===== config.mk =====
export PLATFORM = sky130hd
export DESIGN_NAME = rsa_modexp_param
export DESIGN_NICKNAME = d
export VERILOG_FILES = /design/src/rtl/rsa_pkg.sv /design/src/rtl/mod_mul_serial.sv /design/src/rtl/rsa_modexp_param.sv
export SDC_FILE = /design/constraint.sdc
export NUM_CORES = 2
export LEC_CHECK = 0
export ABC_CLOCK_PERIOD_IN_PS = 19040
export CAP_MARGIN = 15
export CORE_ASPECT_RATIO = 0.6
export CORE_MARGIN = 1.5
export CORE_UTILIZATION = 63
export CTS_BUF_LIST = sky130_fd_sc_hd__clkbuf_4
export DETAILED_ROUTE_END_ITERATION = 16
export PLACE_DENSITY = 0.79
export SYNTH_ARGS = -nofsm -noshare
export SYNTH_HDL_FRONTEND = slang
export SYNTH_SLANG_ARGS = --single-unit
export TNS_END_PERCENT = 10

===== constraint.sdc =====
create_clock -name clk -period 19.04 [get_ports clk]
set_clock_uncertainty 0.05 [all_clocks]
set_input_delay 3.808 -clock clk [delete_from_list [all_inputs] [get_ports clk]]
set_output_delay 3.808 -clock clk [all_outputs]
set_load 0.02 [all_outputs]

===== src/rtl/rsa_pkg.sv =====
// Shared types and helpers for the parametrised modular-exponentiation engine.
// Imported by the top level and by the serial modular multiplier.
package rsa_pkg;

  typedef enum logic [2:0] {
    IDLE,
    LOAD,
    MUL,
    UPDATE,
    FIN,
    ERR
  } state_e;

  localparam int unsigned ONE = 1;

  // Cycles from the edge sampling go to the edge raising done, valid operands.
  function automatic int lat(input int width, input int exp_width);
    return 2 + exp_width * (width + 1);
  endfunction

endpackage


===== src/rtl/mod_mul_serial.sv =====
// Interleaved MSB-first modular multiplier: p = a*b mod m for a,b < m.
// The first bit is consumed on the start edge, so p is final WIDTH cycles later.
module mod_mul_serial #(
  parameter int WIDTH = 32
) (
  input  logic             clk,
  input  logic             rst_n,
  input  logic             start,
  input  logic [WIDTH-1:0] a,
  input  logic [WIDTH-1:0] b,
  input  logic [WIDTH-1:0] m,
  output logic [WIDTH-1:0] p,
  output logic             done
);

  localparam int CW = $clog2(WIDTH + 1);
  localparam int PW = WIDTH + 2;

  logic [WIDTH-1:0] a_q, a_d, b_q, b_d, m_q, m_d, p_q, p_d;
  logic [CW-1:0]    cnt_q, cnt_d;
  logic             act_q, act_d;

  // 2P + b < 3m, so two guarded subtracts restore P < m; PW bits hold 3m.
  function automatic logic [WIDTH-1:0] step(input logic [WIDTH-1:0] acc,
                                            input logic             a_bit,
                                            input logic [WIDTH-1:0] bv,
                                            input logic [WIDTH-1:0] mv);
    logic [PW-1:0] t;
    t = {1'b0, acc, 1'b0} + (a_bit ? {2'b00, bv} : '0);
    if (t >= {2'b00, mv}) t = t - {2'b00, mv};
    if (t >= {2'b00, mv}) t = t - {2'b00, mv};
    return WIDTH'(t);
  endfunction

  // Kept out of the always_comb so the parent's operand mux never sees a loop.
  assign done = act_q && (cnt_q == '0);
  assign p    = p_q;

  // NOTE: combinational blocks use blocking '=' with every output defaulted
  // first; this prevents latches and keeps simulation equal to synthesis.
  always_comb begin
    a_d   = a_q;
    b_d   = b_q;
    m_d   = m_q;
    p_d   = p_q;
    cnt_d = cnt_q;
    act_d = act_q;
    if (start) begin
      p_d   = step('0, a[WIDTH-1], b, m);
      a_d   = a << 1;
      b_d   = b;
      m_d   = m;
      cnt_d = CW'(WIDTH - 1);
      act_d = 1'b1;
    end else if (act_q) begin
      if (cnt_q != '0) begin
        p_d   = step(p_q, a_q[WIDTH-1], b_q, m_q);
        a_d   = a_q << 1;
        cnt_d = cnt_q - 1'b1;
      end else begin
        act_d = 1'b0;
      end
    end
  end

  // NOTE: sequential state uses non-blocking '<=' so every flop samples
  // pre-edge values regardless of block ordering.
  always_ff @(posedge clk or negedge rst_n) begin
    if (!rst_n) begin
      a_q   <= '0;
      b_q   <= '0;
      m_q   <= '0;
      p_q   <= '0;
      cnt_q <= '0;
      act_q <= 1'b0;
    end else begin
      a_q   <= a_d;
      b_q   <= b_d;
      m_q   <= m_d;
      p_q   <= p_d;
      cnt_q <= cnt_d;
      act_q <= act_d;
    end
  end

endmodule


===== src/rtl/rsa_modexp_param.sv =====
// Constant-time right-to-left modular exponentiation: result = base^exponent mod modulus.
// Two serial multipliers compute R*B and B*B in parallel for every exponent bit.
module rsa_modexp_param
  import rsa_pkg::*;
#(
  parameter int WIDTH     = 32,
  parameter int EXP_WIDTH = 32
) (
  input  logic                 clk,
  input  logic                 reset,
  input  logic                 go,
  input  logic [WIDTH-1:0]     base,
  input  logic [EXP_WIDTH-1:0] exponent,
  input  logic [WIDTH-1:0]     modulus,
  output logic [WIDTH-1:0]     result,
  output logic                 done,
  output logic                 busy,
  output logic                 err
);

  localparam int IT_W = (EXP_WIDTH > 1) ? $clog2(EXP_WIDTH) : 1;

  state_e               state_q, state_d;
  logic [IT_W-1:0]      it_q, it_d;
  logic [WIDTH-1:0]     r_q, r_d, b_q, b_d, mod_q, mod_d, result_q, result_d;
  logic [EXP_WIDTH-1:0] e_q, e_d;
  logic                 done_q, done_d, busy_q, busy_d, err_q, err_d;
  logic                 mul_start;
  logic [WIDTH-1:0]     m1_p, m2_p;
  logic                 m1_done, m2_done;

  // Multipliers read the next-state R/B so a start in UPDATE uses fresh operands.
  mod_mul_serial #(.WIDTH(WIDTH)) u_mul_rb (
    .clk(clk), .rst_n(reset), .start(mul_start),
    .a(r_d), .b(b_d), .m(mod_q), .p(m1_p), .done(m1_done)
  );

  mod_mul_serial #(.WIDTH(WIDTH)) u_mul_bb (
    .clk(clk), .rst_n(reset), .start(mul_start),
    .a(b_d), .b(b_d), .m(mod_q), .p(m2_p), .done(m2_done)
  );

  always_comb begin
    state_d   = state_q;
    it_d      = it_q;
    r_d       = r_q;
    b_d       = b_q;
    e_d       = e_q;
    mod_d     = mod_q;
    result_d  = result_q;
    done_d    = 1'b0;
    busy_d    = busy_q;
    err_d     = err_q;
    mul_start = 1'b0;
    unique case (state_q)
      IDLE: begin
        if (go) begin
          if ((modulus < WIDTH'(2)) || (base >= modulus)) begin
            state_d = ERR;
          end else begin
            b_d     = base;
            e_d     = exponent;
            mod_d   = modulus;
            busy_d  = 1'b1;
            state_d = LOAD;
          end
        end
      end
      LOAD: begin
        r_d       = WIDTH'(ONE);
        it_d      = '0;
        mul_start = 1'b1;
        state_d   = MUL;
      end
      MUL: begin
        if (m1_done && m2_done) state_d = UPDATE;
      end
      UPDATE: begin
        if (e_q[0]) r_d = m1_p;
        b_d = m2_p;
        e_d = e_q >> 1;
        if (it_q == IT_W'(EXP_WIDTH - 1)) begin
          state_d = FIN;
        end else begin
          it_d      = it_q + 1'b1;
          mul_start = 1'b1;
          state_d   = MUL;
        end
      end
      FIN: begin
        result_d = r_q;
        done_d   = 1'b1;
        busy_d   = 1'b0;
        err_d    = 1'b0;
        state_d  = IDLE;
      end
      ERR: begin
        result_d = '0;
        err_d    = 1'b1;
        done_d   = 1'b1;
        state_d  = IDLE;
      end
      default: state_d = IDLE;
    endcase
  end

  always_ff @(posedge clk or negedge reset) begin
    if (!reset) begin
      state_q  <= IDLE;
      it_q     <= '0;
      r_q      <= '0;
      b_q      <= '0;
      e_q      <= '0;
      mod_q    <= '0;
      result_q <= '0;
      done_q   <= 1'b0;
      busy_q   <= 1'b0;
      err_q    <= 1'b0;
    end else begin
      state_q  <= state_d;
      it_q     <= it_d;
      r_q      <= r_d;
      b_q      <= b_d;
      e_q      <= e_d;
      mod_q    <= mod_d;
      result_q <= result_d;
      done_q   <= done_d;
      busy_q   <= busy_d;
      err_q    <= err_d;
    end
  end

  assign result = result_q;
  assign done   = done_q;
  assign busy   = busy_q;
  assign err    = err_q;

endmodule


-- Yosys cells after proc, flatten, opt, wreduce, memory -nomap -nowiden
Index checks and enable logic that the tools add are counted.
- bits in registers: 377
- input port bits: 99
- output and inout port bits: 35
- word-level logic and storage cells: 146
- add/subtract/negate cells: 13
- order comparisons: 10
- equal/unequal tests: 10
- multiplexer cells: 67
- bitwise operators: 1
- reduce and logical (&&, ||, !) cells: 25
- operator list (kind ; number):
    32-bit two-way mux ; 25
    34-bit two-way mux ; 12
    34-bit by 32-bit greater-or-equal comparator with 1-bit output ; 8
    32-bit one-hot mux with 2 select lines ; 4
    34-bit by 32-bit subtractor with 34-bit output ; 4
    32-bit subtractor ; 4
    33-bit by 34-bit adder with 34-bit output ; 2
    6-bit two-way mux ; 6
    32-bit greater-or-equal comparator ; 1
    32-bit by 2-bit < comparator with 1-bit output, second input constant ; 1
    2-bit nonzero test ; 8
    6-bit logical NOT ; 2
    3-bit two-way mux ; 4
    3-bit one-hot mux with 4 select lines ; 1
    6-bit nonzero test ; 2
    6-bit by 1-bit subtractor with 6-bit output, second input constant ; 2
    1-bit two-way mux ; 10
    5-bit one-hot mux with 2 select lines ; 1
    3-bit AND reduction ; 3
    2-bit inequality test, second input constant ; 4
    2-bit AND reduction ; 4
    3-bit by 2-bit == test with 1-bit output, second input constant ; 2
    3-bit == test, second input constant ; 2
    1-bit one-hot mux with 2 select lines ; 3
    9 further kinds ; 11

-- Logic depth before layout (Yosys ltp)
- depth after elaboration: 12
- gate-level depth with buffers: 43
- mapped depth without buffers: 38

-- By module
A second synthesis with hierarchy kept.
- cell total of the unflattened synthesis: 4703
- area, all modules: 39641.8 um^2
- by module, submodules not included (module ; instances ; cells each ; area an instance (um^2)):
    mod_mul_serial at u_mul_bb ; 1 ; 1986 ; 15970.3
    mod_mul_serial at u_mul_rb ; 1 ; 1945 ; 15643.8
    rsa_modexp_param ; 1 ; 772 ; 8027.7

-- Least setup slack after synthesis
OpenSTA, ideal clock, no wires.
- path kind: input port to flip-flop
- start: in modulus[15]
- end: reg u_mul_bb.p_q[13] (netlist: u_mul_bb.p[13])
- arrival time: 11499 ps
- slack: 7353 ps
- cell stages on the path: 38
- path buffers: 7
- cell sequence: inv_1 ha_1 a211oi_1 o21ai_0 a211oi_1 o21ai_0 a21oi_1 clkbuf_1 o21a_1 clkbuf_1 clkbuf_1 nor2_1 ha_1 a211oi_1 o211ai_1 nand4_1 a31oi_1 o31a_1 [2 not listed] clkbuf_1 clkbuf_1 nor2_1 a21oi_1 ha_1 or2_2 a21oi_1 a31o_2 o21ai_0 a21o_1 a221oi_1 a21bo_2 a21oi_1 nor2_1 buf_2 clkbuf_1 mux2i_1 o22ai_1
- longest elaborated chain between the ends: 12
- RTL lines (element ; line ; text):
    from (decl) ; rsa_modexp_param.sv:14 ; input logic [WIDTH-1:0] modulus,
    32-bit by 2-bit < comparator with 1-bit output / 32-bit greater-or-equal comparator (equally long branches) ; rsa_modexp_param.sv:58 ; if ((modulus < WIDTH'(2)) || (base >= modulus)) begin
    1-bit logical OR (*) ; rsa_modexp_param.sv:58 ;
    32-bit two-way mux (*) ; rsa_modexp_param.sv:58 ;
    32-bit two-way mux (*) ; rsa_modexp_param.sv:57 ; if (go) begin
    32-bit one-hot mux with 2 select lines (*) ; rsa_modexp_param.sv:55 ; unique case (state_q)
    32-bit two-way mux (*) ; mod_mul_serial.sv:29 ; t = {1'b0, acc, 1'b0} + (a_bit ? {2'b00, bv} : '0);
    34-bit by 32-bit subtractor with 34-bit output / 34-bit by 32-bit greater-or-equal comparator with 1-bit output (equally long branches) ; mod_mul_serial.sv:30 ; if (t >= {2'b00, mv}) t = t - {2'b00, mv};
    34-bit two-way mux (*) ; mod_mul_serial.sv:30 ;
    34-bit two-way mux (*) ; mod_mul_serial.sv:48 ; if (start) begin
    32-bit subtractor / 34-bit by 32-bit greater-or-equal comparator with 1-bit output (equally long branches) ; mod_mul_serial.sv:31 ; if (t >= {2'b00, mv}) t = t - {2'b00, mv};
    32-bit two-way mux (*) ; mod_mul_serial.sv:31 ;
    32-bit two-way mux (*) ; mod_mul_serial.sv:48 ;
    to (signal assigned) ; mod_mul_serial.sv:80 ; p_q <= p_d;
    to (decl) ; mod_mul_serial.sv:19 ; logic [WIDTH-1:0] a_q, a_d, b_q, b_d, m_q, m_d, p_q, p_d;
Mark *: on every way between the ends. The rest lies on a longest branch, timed or not. The select of a mux whose other input is x is not followed.
A chain may end at the register's enable or synchronous reset.

-- Worst setup path after layout
- start: in modulus[15]
- end: reg u_mul_bb.p_q[8] (netlist: u_mul_bb.p[8])
The elaborated chain is that of the path after synthesis.

==> impl_metrics.py <==
metrics = {
    "layout": {
        "multi_input_area_mm2": 0.0249,
        "nets": 5035,
        "nFillCells": 4765,
        "register_area_mm2": 0.00939,
        "final_layout_size_suffix_gt1_share_pct": 7.18,
        "synthToLayoutAreaGrowth_pct": 8.96,
        "layout.cells.non_filler": 5402,
    },
    "drt": {
        "num_vias": 36400,
        "totalWireLength_mm": 137,
        "drc": 0,
        "viasPerCell": 6.74,
        "wl_per_cell_um": 25.4,
        "drt_iter0_drc": 5278,
        "dr.pass1.iters": 8,
        "detail-route-antenna-nets": 0,
    },
    "worst_setup_path": {
        "critPathKind": "in -> reg",
        "crit_start": "modulus[15]",
        "path_buf_inv": 7,
        "r2r_slack_ns": 6.58,
        "path_depth": 37,
        "r2r_cells": 34,
        "worstSetupEndpointType": "flip-flop",
        "path_max_fanout": 128,
        "r2r_start": "state_q[0]",
        "slowest_stage": "o21a_1",
        "worstSetupEndpoint": "u_mul_bb.p[8]",
        "slowest_delay_ns": 0.96,
        "crit_arrival_ns": 16.42,
        "crit_family": "compound AO/OA/AOI/OAI gates",
        "r2r_end": "u_mul_bb.p[8]",
        "cp-start-kind": "input pin",
        "crit_required_ns": 19.81,
    },
    "global_routing": {
        "grt_max_degree": 129,
        "overflow": 0,
        "grt_pass1_wl_mm": 203,
        "met3_usage_pct": 20.9,
        "track_usage_pct": 45.9,
        "use_met2_pct": 55.9,
        "antenna_found_initial": 6,
        "grt_pass1_vias": 32300,
        "grt_use_met1_pct": 69.5,
        "busiest_layer": "met1",
    },
    "clock_network": {
        "cts.path.max_buffers": 3,
        "cts.sinks": 375,
        "numCtsBuffers": 95,
        "cts_setup_buffers": 0,
        "cts-resized-gates": 0,
        "htree_levels": 3,
        "cts_tree": "yes",
        "path_clk_slew_ns": 0.07,
        "clock_latency_ns": 0.97,
        "clock-root-buffer": "clkbuf_4",
        "ctsHoldBuffers": 0,
    },
    "yosys": {
        "yosysSeqAreaShare_pct": 26.2,
        "synth_top_family_by_area": "compound AO/OA/AOI/OAI gates",
        "synth-compound-area-share_pct": 25.6,
        "synth_area_leader_cell": "dfrtp_1",
        "synth_most_common_cell": "nand2_1",
        "synth_cell_types": 94,
        "yosys.area_share.adder_pct": 13.0,
        "syn_avg_cell_area_um2": 8.01,
        "muxShareOfSynthArea_pct": 5.32,
        "synthXorXnorAreaFrac_pct": 6.90,
        "synthesis.nets": 4936,
        "synth-seq-cells": 375,
        "syn_inst": 4471,
        "synth-async-reset-ratio_pct": 100,
        "synth_simple_gate_area_share_pct": 18.5,
        "synth_edf_count": 0,
        "ys.flop_type": "dfrtp_1",
        "netlist_area_mm2": 0.0358,
        "synth.top_cells.by_area": "dfrtp_1 26%, ha_1 12%, o21ai_0 5.1%",
        "yosys-top-cells-count": "471 x nand2_1, 396 x nor2_1, 375 x dfrtp_1, 364 x o21ai_0, 356 x ha_1",
        "yosysWarningCount": 0,
        "synth_top_area_share_pct": 26.2,
    },
    "timing": {
        "tightest_slew_ns": 1.15,
        "rsz0062_at_grt": "false",
        "report.final.hold_viol_count": 0,
        "setup_viol": 0,
        "period_minus_slack_ns": 15.65,
        "slew_viol_final": 0,
        "fin_setup_tns_ns": 0,
        "clock.fmax_ghz": 0.0639,
        "min_period_over_period_pct": 82.2,
        "relSlewSlack_pct": 22.8,
    },
    "worst_hold_path": {
        "hold_path_class": "reg -> reg",
    },
    "floorplan": {
        "io_pins": 134,
        "die_area_mm2": 0.0583,
        "fp.dieW_um": 311,
        "die_height_um": 188,
        "core-area_mm2": 0.0560,
        "start_util_pct": 64.0,
        "placementRows": 67,
    },
    "placement": {
        "dpl.cell_count": 5230,
        "place_congestion": 1.11,
        "hpwl_mm": 109,
        "portBuffers": 133,
    },
    "job": {
        "maxCapViolCount": 0,
    },
    "status": {
        "outcome": "complete, no violations",
    },
}
[cell usage in the layout (no fill, tap or decap), types with 55 or more instances in the layout]
master | Yosys | layout
o21ai_0 | 364 | 364
nand4_1 | 55 | 55
ha_1 | 356 | 356
mux2_2 | 75 | 75
nand2b_1 | 59 | 59
xor2_1 | 88 | 88
a31oi_1 | 97 | 97
xnor2_1 | 194 | 194
a21o_1 | 182 | 182
nor2_1 | 396 | 392
dfrtp_1 | 375 | 374
clkbuf_4 | 0 | 126
a21oi_1 | 348 | 346
nor3_1 | 69 | 69
clkdlybuf4s50_1 | 0 | 132
and2_1 | 116 | 114
nand2_1 | 471 | 469
inv_1 | 226 | 226
nand3_1 | 95 | 95
mux2i_1 | 105 | 105
[registers in the layout, summed over array words and instances (netlist names)]
register        count
u_mul_bb.p         32
done                1
u_mul_bb.m_q       32
u_mul_rb.cnt_q      6
u_mul_bb.a_q       31
u_mul_bb.act_q      1
mod_q              32
b_q                32
it_q                5
u_mul_rb.a_q       31
err                 1
u_mul_rb.act_q      1
r_q                32
e_q                32
u_mul_bb.cnt_q      6
state_q             3
result             32
busy                1
u_mul_rb.p         32
u_mul_bb.b_q       32
[how the worst min path moves through the flow]
stage | startpoint | end | slack (ns) | cells after the start
finish | e_q[21] | e_q[20] | 0.41 | 2
global placement | e_q[25] | e_q[24] | 0.41 | 2
floorplan | u_mul_bb.a_q[1] | u_mul_bb.a_q[1] | 0.40 | 1
detailed placement | e_q[26] | e_q[25] | 0.42 | 2
CTS | e_q[21] | e_q[20] | 0.43 | 2
global route | e_q[24] | e_q[23] | 0.44 | 2
[routing by layer]
metal | wire (um) | vias to the layer above
li1 | - | 16400
met1 | 60500 | 17200
met2 | 49200 | 2501
met3 | 23000 | 322
met4 | 4480 | 10
met5 | 249 | -
[per-stage QoR]
stage	hold WS [ns]	cell area (um2)	utilization (%)	setup WS [ns]
after floorplan	0.399	35800	-	7.35
after global placement	0.406	37800	67.5	3.61
after detailed placement	0.420	37800	67.5	3.17
after CTS	0.426	39000	69.6	4.07
after global routing	0.442	39000	69.7	3.09
final	0.406	39000	69.7	3.39
[kinds of logic (layout without fill, tap and decap cells)]
logic type | after synthesis | in the layout
DFF | 375 | 375
adders and majority gates | 366 | 366
xor gates and xnor gates | 282 | 282
buffers and inverters | 414 | 582
and+or+nand+nor | 1424 | 1424
other | 0 | 4
muxes | 181 | 181
AOI/OAI and AO/OA | 1429 | 1429
[layout make-up]
type,instances,area share (%)
multi-input combinational,3682,63.7
sequential,375,24.1
timing repair buffer,189,4.57
tap,759,2.43
clock buffer,125,2.40
inverter,227,2.18
clock inverter,41,0.628
antenna,4,0.0257
[tightest hold or removal path, stage by stage, from the launching register on]
cell and delay (ns):
dfrtp_1 0.35, nand2_1 0.05, o21ai_0 0.06
Power is not shown: default switching activity piles up to over one toggle a cycle in this logic, so the estimate is an artifact.
